$ cat src/rtl/exec_monitor.sv
// Run monitor for the RV32I fetch stream: counts RUN cycles and PC advances and
// stops on an invalid fetch, the halt word, a stalled PC or an exhausted cycle budget.
module exec_monitor #(
  parameter int                 PC_W        = 16,
  parameter int                 INSTR_W     = 32,
  parameter int                 CNT_W       = 16,
  parameter int                 MAX_CYCLES  = 256,
  parameter int                 STALL_LIMIT = 4,
  parameter logic [INSTR_W-1:0] HALT_INSTR  = 32'h0000_0073
) (
  input  logic               clk,
  input  logic               rst_n,
  input  logic               start,
  input  logic [PC_W-1:0]    pc,
  input  logic [INSTR_W-1:0] instr,
  input  logic               instr_valid,
  output logic               running,
  output logic               done,
  output logic [2:0]         cause,
  output logic [CNT_W-1:0]   cycles,
  output logic [CNT_W-1:0]   retired,
  output logic [PC_W-1:0]    last_pc
);

  localparam int SW = $clog2(STALL_LIMIT) + 1;

  typedef enum logic [1:0] {
    S_IDLE = 2'd0,
    S_RUN  = 2'd1,
    S_DONE = 2'd2
  } state_e;

  state_e            state_q, state_d;
  logic              running_q, running_d;
  logic              done_q, done_d;
  logic [2:0]        cause_q, cause_d;
  logic [CNT_W-1:0]  cycles_q, cycles_d;
  logic [CNT_W-1:0]  retired_q, retired_d;
  logic [PC_W-1:0]   last_pc_q, last_pc_d;
  logic [PC_W-1:0]   prev_pc_q, prev_pc_d;
  logic [SW-1:0]     stall_q, stall_d;
  logic              first_q, first_d;
  logic              same_s;
  logic [2:0]        term_s;

  // State and output registers
  always_ff @(posedge clk or negedge rst_n) begin
    if (!rst_n) begin
      state_q   <= S_IDLE;
      running_q <= 1'b0;
      done_q    <= 1'b0;
      cause_q   <= 3'd0;
      cycles_q  <= '0;
      retired_q <= '0;
      last_pc_q <= '0;
      prev_pc_q <= '0;
      stall_q   <= '0;
      first_q   <= 1'b0;
    end else begin
      state_q   <= state_d;
      running_q <= running_d;
      done_q    <= done_d;
      cause_q   <= cause_d;
      cycles_q  <= cycles_d;
      retired_q <= retired_d;
      last_pc_q <= last_pc_d;
      prev_pc_q <= prev_pc_d;
      stall_q   <= stall_d;
      first_q   <= first_d;
    end
  end

  // Next-state, counter and termination logic
  always_comb begin
    state_d   = state_q;
    running_d = running_q;
    done_d    = done_q;
    cause_d   = cause_q;
    cycles_d  = cycles_q;
    retired_d = retired_q;
    last_pc_d = last_pc_q;
    prev_pc_d = prev_pc_q;
    stall_d   = stall_q;
    first_d   = first_q;
    same_s    = 1'b0;
    term_s    = 3'd0;

    case (state_q)
      S_IDLE, S_DONE: begin
        if (start) begin
          state_d   = S_RUN;
          running_d = 1'b1;
          done_d    = 1'b0;
          cause_d   = 3'd0;
          cycles_d  = '0;
          retired_d = '0;
          stall_d   = '0;
          first_d   = 1'b1;
        end else begin
          state_d = state_q;
        end
      end
      S_RUN: begin
        cycles_d = (cycles_q == {CNT_W{1'b1}}) ? cycles_q : cycles_q + CNT_W'(1);
        same_s   = !first_q && (pc == prev_pc_q);
        if (same_s) begin
          stall_d = stall_q + SW'(1);
        end else begin
          retired_d = (retired_q == {CNT_W{1'b1}}) ? retired_q : retired_q + CNT_W'(1);
          stall_d   = '0;
        end
        prev_pc_d = pc;
        first_d   = 1'b0;

        // Priority: invalid > halt > stall > timeout; comparisons use pre-update values
        if (!instr_valid) begin
          term_s = 3'd1;
        end else if (instr == HALT_INSTR) begin
          term_s = 3'd2;
        end else if (same_s && (stall_q == SW'(STALL_LIMIT - 1))) begin
          term_s = 3'd3;
        end else if (cycles_q == CNT_W'(MAX_CYCLES - 1)) begin
          term_s = 3'd4;
        end else begin
          term_s = 3'd0;
        end

        if (term_s != 3'd0) begin
          state_d   = S_DONE;
          running_d = 1'b0;
          done_d    = 1'b1;
          cause_d   = term_s;
          last_pc_d = pc;
        end else begin
          state_d = S_RUN;
        end
      end
      default: begin
        state_d   = S_IDLE;
        running_d = 1'b0;
        done_d    = 1'b0;
      end
    endcase
  end

  assign running = running_q;
  assign done    = done_q;
  assign cause   = cause_q;
  assign cycles  = cycles_q;
  assign retired = retired_q;
  assign last_pc = last_pc_q;

endmodule

$ cat config.mk
export PLATFORM = sky130hd
export DESIGN_NAME = exec_monitor
export DESIGN_NICKNAME = d
export VERILOG_FILES = /design/src/rtl/exec_monitor.sv
export SDC_FILE = /design/constraint.sdc
export NUM_CORES = 1
export LEC_CHECK = 0
export BUFFER_PORTS_ARGS = -buffer_cell sky130_fd_sc_hd__buf_2
export CORE_ASPECT_RATIO = 2
export CORE_MARGIN = 4
export CORE_UTILIZATION = 46
export CTS_CLUSTER_DIAMETER = 150
export DETAILED_ROUTE_END_ITERATION = 8
export GPL_TIMING_DRIVEN = 0
export PLACE_DENSITY = 0.71
export SLEW_MARGIN = 20
export SYNTH_ARGS = -nofsm -noshare
export SYNTH_HDL_FRONTEND = slang
export SYNTH_SLANG_ARGS = --single-unit
$ cat constraint.sdc
create_clock -name clk -period 2.85 [get_ports clk]
set_input_delay 0.1425 -clock clk [delete_from_list [all_inputs] [get_ports clk]]
set_output_delay 0.1425 -clock clk [all_outputs]
set_load 0.01 [all_outputs]
# Word level (Yosys, flattened, before mapping)
# Cells that the tools add are included.
[totals] register_bits=75 inputBits=52 out_inout_bits=53 wordCells=65
[classes] n_addsub=3 n_eq_ne=13 muxes=26 reduce_logical=13
[op_table] cell="16-bit 2-to-1 mux" count=4
[op_table] cell="16-bit one-hot mux with 2 select lines" count=2
[op_table] cell="16-bit by 1-bit adder with 16-bit output (second input constant)" count=2
[op_table] cell="16-bit == test (second input constant)" count=2
[op_table] cell="32-bit by 7-bit == test with 1-bit output (second input constant)" count=1
[op_table] cell="3-bit 2-to-1 mux" count=8
[op_table] cell="16-bit == test" count=1
[op_table] cell="16-bit by 8-bit == test with 1-bit output (second input constant)" count=1
[op_table] cell="3-bit one-hot mux with 2 select lines" count=2
[op_table] cell="2-bit != test (second input constant)" count=5
[op_table] cell="1-bit one-hot mux with 2 select lines" count=3
[op_table] cell="2-bit AND reduction" count=3
[op_table] cell="3-bit AND reduction" count=2
[op_table] cell="1-bit 2-to-1 mux" count=4
[op_table] cell="2-bit 2-to-1 mux" count=2
[op_table] cell="2-bit one-hot mux with 2 select lines" count=1
[op_table] cell="4-bit AND reduction" count=1
[op_table] cell="3-bit by 1-bit adder with 3-bit output (second input constant)" count=1
[op_table] cell="3-bit by 2-bit == test with 1-bit output (second input constant)" count=1
[op_table] cell="3-bit nonzero test" count=1
[op_table] cell="2-bit by 1-bit == test with 1-bit output (second input constant)" count=1
[op_table] cell="2-bit == test (second input constant)" count=1
[op_table] cell="1-bit logical AND" count=2
[op_table] cell="2-bit zero test" count=1
[op_table] cell="3 further kinds" count=3

# Logic depth before layout (Yosys ltp)
[depth] word_depth=10 depth_mapped=8 depth_no_buf=7

# Worst setup path after synthesis
# Ideal clock, no wire load.
[synth_timing] path_type="register to register" from="register prev_pc_q[1]" to="register last_pc_q[10], in the netlist last_pc[10]" setup_time_ns=0.125 t_arrival_ns=1.902 required_ns=2.725 setup_slack_ns=0.823 path_stages_with_launch=8 path_buffers=1 period_less_slack_ns=2.027 path_cell_list="dfrtp_1 xnor2_1 nand2_1 a2111oi_4 nand4_2 a21oi_4 buf_12 mux2_4"
[synth_via] elab_chain_cells=9
[synth_rtl] element="start, declared" line_no="40" source="logic [PC_W-1:0] prev_pc_q, prev_pc_d;"
[synth_rtl] element="start signal, assigned" line_no="67" source="prev_pc_q <= prev_pc_d;"
[synth_rtl] element="16-bit == test" line_no="105" source="same_s = !first_q && (pc == prev_pc_q);"
[synth_rtl] element="1-bit logical AND" line_no="105"
[synth_rtl] element="1-bit logical AND" line_no="120" source="end else if (same_s && (stall_q == SW'(STALL_LIMIT - 1))) begin"
[synth_rtl] element="3-bit 2-to-1 mux" line_no="120"
[synth_rtl] element="3-bit 2-to-1 mux" line_no="118" source="end else if (instr == HALT_INSTR) begin"
[synth_rtl] element="3-bit 2-to-1 mux" line_no="116" source="if (!instr_valid) begin"
[synth_rtl] element="3-bit 2-to-1 mux" line_no="88" source="case (state_q)"
[synth_rtl] element="3-bit nonzero test" line_no="128" source="if (term_s != 3'd0) begin"
[synth_rtl] element="2-bit AND reduction (no source line)"
[synth_rtl] element="end signal, assigned" line_no="66" source="last_pc_q <= last_pc_d;"
[synth_rtl] element="end, declared" line_no="39" source="logic [PC_W-1:0] last_pc_q, last_pc_d;"
# No other way between the ends. The select of a mux whose other input is x is not followed.
# A chain may end at the register's enable or synchronous reset.

# Final worst setup path
[layout_timing] from="register prev_pc_q[7]" to="register last_pc_q[8], in the netlist last_pc[8]"
# Same word-level chain as after synthesis.

==> impl_summary.log <==
INFO  metric outcome = finished clean
INFO  metric area_of_the_multi_input_gates = 1800 um^2
INFO  metric die_area = slightly below 10000 um^2
INFO  metric final_period_minus_worst_setup_slack = 2.31 ns
INFO  metric drt_wl_total = 9970 um
INFO  metric number_of_antenna_repair_diodes = 0
INFO  metric setup.worst_path.class = reg2reg
INFO  metric globalRouteMet2Util = 0.391
INFO  metric resized_cells_post_cts = 0
INFO  metric dominantRegCellSynth = sky130_fd_sc_hd__dfrtp_1
INFO  metric layout.cells.most_common = sky130_fd_sc_hd__buf_2
INFO  metric nFillCells = 716
INFO  metric syn-instance-count = 378
INFO  metric timing.critical_path.to_type = flip-flop
INFO  metric cts.clk_slew.worst_paths = 0.06 ns
INFO  metric final.hold.worst_slack = 0.0394 ns
INFO  metric max-slew-margin-rel = 0.607
INFO  metric critPathBufInv = 1
INFO  metric grt_util_met1 = 0.220
INFO  metric power.leakage = 2.28 nW
INFO  metric post_synthesis_cell_area = between 3000 and 4000 um^2
INFO  metric area.sequential = 1880 um^2
INFO  metric min_period_over_period = 0.812
INFO  metric tritoncts.num_buffers = 9
INFO  metric grt_use_met3 = 0.0466
INFO  metric syn_to_final_growth = 25.7%
INFO  metric global_route.usage.total = 0.212
INFO  metric pwrdens = 756 nW/um^2
INFO  metric layout.cells.most_common_list = 107 x sky130_fd_sc_hd__buf_2, 75 x sky130_fd_sc_hd__dfrtp_1, 73 x sky130_fd_sc_hd__nand2_1, 21 x sky130_fd_sc_hd__nor2_1, 18 x sky130_fd_sc_hd__nand4_1
INFO  metric synthesis.nets = 434
INFO  metric initialDrtViolationCount = 160
INFO  metric critPathLaunchType = flip-flop
INFO  metric crit_path_max_delay_cell_type = sky130_fd_sc_hd__a21oi_4
INFO  metric detailedPlacementHpwl = 7550 um
INFO  metric required = 3.07 ns
INFO  metric cts_num_sinks = 75
INFO  metric number_of_gates_on_the_worst_path_with_buffers_counted = 7
INFO  metric clock_tree.buffer_depth = 2
INFO  metric gpl_wtd_cong = about 0.90
INFO  metric cp_max_fo = 10
INFO  metric chipWidth = 72.2 um
INFO  metric root_buffer = sky130_fd_sc_hd__clkbuf_16
INFO  metric htreeDepth = 3
INFO  metric tritoncts_clock_tree = done
INFO  metric postSynthRegisterBits = between 70 and 80
INFO  metric max_freq = 432 MHz
INFO  metric pin_count_of_the_biggest_net_entering_global_routing = between 50 and 60
INFO  metric async_reset_ff_frac = 1.00
INFO  metric synth_warnings = 0
INFO  metric routed_vias_inst = roughly 5.6
INFO  metric grt_setup_unrepaired = no
INFO  metric vdd.ir_drop.worst = 0.525 mV
INFO  metric cpLargestDelayFamily = compound AO/OA/AOI/OAI gates
INFO  metric min_delay_path_depth = 3
INFO  metric timing_max_transition_violations_final = 0
INFO  metric grt_pass1_wl = 16300 um
INFO  metric number_of_global_route_vias_before_repair = 3511
INFO  metric cts_post_setup_buffers_inserted = 0
INFO  metric tightestPinTransition = 0.584 ns
INFO  metric number_of_distinct_library_cells_after_synthesis = 55
INFO  metric nets_final = 551
INFO  metric r2r_setup_slack = approximately 0.54 ns
INFO  metric route.vias.total = 3357
INFO  metric worst-r2r-cell-count = 7
INFO  metric worstPathCellList = xnor2_1, nand2_1, a2111oi_4, nand4_2, a21oi_4, buf_12, mux2_4
INFO  metric floorplan.io_pins = 105
INFO  metric port_buffers = roughly 100
INFO  metric synth.yosys.seq_area_share = 0.495
INFO  metric leftover_overflow_at_the_end_of_global_routing = 0
INFO  metric layout-drive-gt1-share = 0.302
INFO  metric timing_hold_violations_final = 0
INFO  metric hold_class = in2reg
INFO  metric global_route.peak_usage_layer = met2
INFO  metric setup_viol = 0
INFO  metric slowest_delay = approximately 0.41 ns
INFO  metric placement_rows = 46
INFO  metric die_h = 136 um
INFO  metric synth-edff-count = 0
INFO  metric worst_clk_skew = ~0.0058 ns
INFO  metric clock_insertion_delay_worst_skew = roughly 0.34 ns
INFO  metric max_cap_viol_count = 0
INFO  metric routed_length_per_instance = between 15 and 20 um
INFO  metric setup_total_negative_slack = 0 ns
INFO  metric drt_drc_violations_left = 0
INFO  metric timing.critical_path.arrival = 2.53 ns
INFO  metric final_antenna_net_count = 0
INFO  metric grt_antenna_before_repair = 0
INFO  metric firstDrtPassIters = 4
INFO  metric floorplan.core_area = 8000 um^2
INFO  metric floorplan.initialDensity = 0.474
INFO  metric synthesis.area_per_instance = about 10 um^2
## path summary, 6_finish.rpt
| path | start | end |
|---|---|---|
| max | prev_pc_q[7]$_DFFE_PN0P_ | last_pc[8]$_DFFE_PN0P_ |
| min | pc[10] | prev_pc_q[10]$_DFFE_PN0P_ |
| max reg2reg | prev_pc_q[7]$_DFFE_PN0P_ | last_pc[8]$_DFFE_PN0P_ |
| min reg2reg | prev_pc_q[9]$_DFFE_PN0P_ | prev_pc_q[9]$_DFFE_PN0P_ |
| max in group asynchronous | rst_n | last_pc[15]$_DFFE_PN0P_ |
| min in group asynchronous | rst_n | last_pc[2]$_DFFE_PN0P_ |
## per-layer routing
layer	share of wire	routed length, um
met2	0.57	5700
met1	0.36	3580
met3	0.046	460
met4	0.023	227
met5	0	0
## sequential cells by signal (all words and copies together), names as in the netlist
signal,cells
stall_q,3
running,1
cause,3
prev_pc_q,16
retired,16
cycles,16
first_q,1
last_pc,16
state_q,2
done,1
## cells by family (layout without fill, tap and decap cells)
family | count (synthesis) | count (layout) | synth area share
multiplexers | 17 | 17 | 0.0581
AO/OA/AOI/OAI | 62 | 62 | 0.115
AND/OR/NAND/NOR | 173 | 173 | 0.232
XOR/XNOR | 25 | 25 | 0.0578
flip-flops | 75 | 75 | 0.495
buffers and inverters | 22 | 144 | 0.0294
adder cells (fa/ha/maj) | 4 | 4 | 0.0132
## through the flow
stage | setup slack [ns] | total power [mW] | util | instances | cell area (um^2)
global route | 0.424 | 3.82 | 0.596 | 596 | 4770
floorplan | 0.823 | 2.11 | - | 378 | 3790
finish | 0.535 | 3.60 | 0.596 | 596 | 4770
detailed placement | 0.511 | 2.50 | 0.558 | 579 | 4460
global placement | 0.552 | 2.45 | 0.554 | 578 | 4430
CTS | 0.503 | 3.64 | 0.596 | 596 | 4770
## worst register-to-register path, cell delays in order, from the launching register on
cell and delay, ns:
sky130_fd_sc_hd__dfrtp_1 0.39, sky130_fd_sc_hd__xnor2_1 0.16, sky130_fd_sc_hd__nand2_1 0.13, sky130_fd_sc_hd__a2111oi_4 0.39, sky130_fd_sc_hd__nand4_2 0.22, sky130_fd_sc_hd__a21oi_4 0.41, sky130_fd_sc_hd__buf_12 0.20, sky130_fd_sc_hd__mux2_4 0.31
## timing repair
item	in CTS	in global routing
hold endpoints to repair	18	0
hold buffers	1	0
endpoints found under the setup margin	0	0
## cell usage after synthesis (7+ instances only)
| master | count | share of area |
|---|---|---|
| sky130_fd_sc_hd__a21oi_1 | 17 | 0.022 |
| sky130_fd_sc_hd__mux2_4 | 8 | 0.032 |
| sky130_fd_sc_hd__nand2_1 | 73 | 0.072 |
| sky130_fd_sc_hd__xnor2_1 | 11 | 0.025 |
| sky130_fd_sc_hd__xor2_1 | 14 | 0.032 |
| sky130_fd_sc_hd__nand3_1 | 10 | 0.013 |
| sky130_fd_sc_hd__nor2_1 | 21 | 0.021 |
| sky130_fd_sc_hd__dfrtp_1 | 75 | 0.50 |
| sky130_fd_sc_hd__o21ai_0 | 16 | 0.021 |
| sky130_fd_sc_hd__nand4_1 | 18 | 0.030 |
| sky130_fd_sc_hd__mux2_2 | 8 | 0.024 |
| sky130_fd_sc_hd__or3_1 | 8 | 0.013 |
| sky130_fd_sc_hd__o31ai_1 | 7 | 0.014 |
| sky130_fd_sc_hd__nor4_1 | 9 | 0.015 |
## where the power goes
group / switching [mW] / leakage [nW] / total [mW] / internal [mW]
registers: 0.184 / 0.968 / 1.51 / 1.33
logic: 0.513 / 1.17 / 0.958 / 0.445
clock network: 0.436 / 0.145 / 1.13 / 0.697
total: 1.13 / 2.28 / 3.60 / 2.47
## final cells by class
| cell class | count | area share |
|---|---|---|
| Clock inverter | 5 | 0.0110 |
| Buffer | 16 | 0.0186 |
| Clock buffer | 11 | 0.0509 |
| Tap cell | 96 | 0.0252 |
| Inverter | 6 | 0.00472 |
| Sequential cell | 75 | 0.394 |
| Timing Repair Buffer | 106 | 0.118 |
| Multi-Input combinational cell | 281 | 0.378 |
Power figures use the tool's default switching activity.
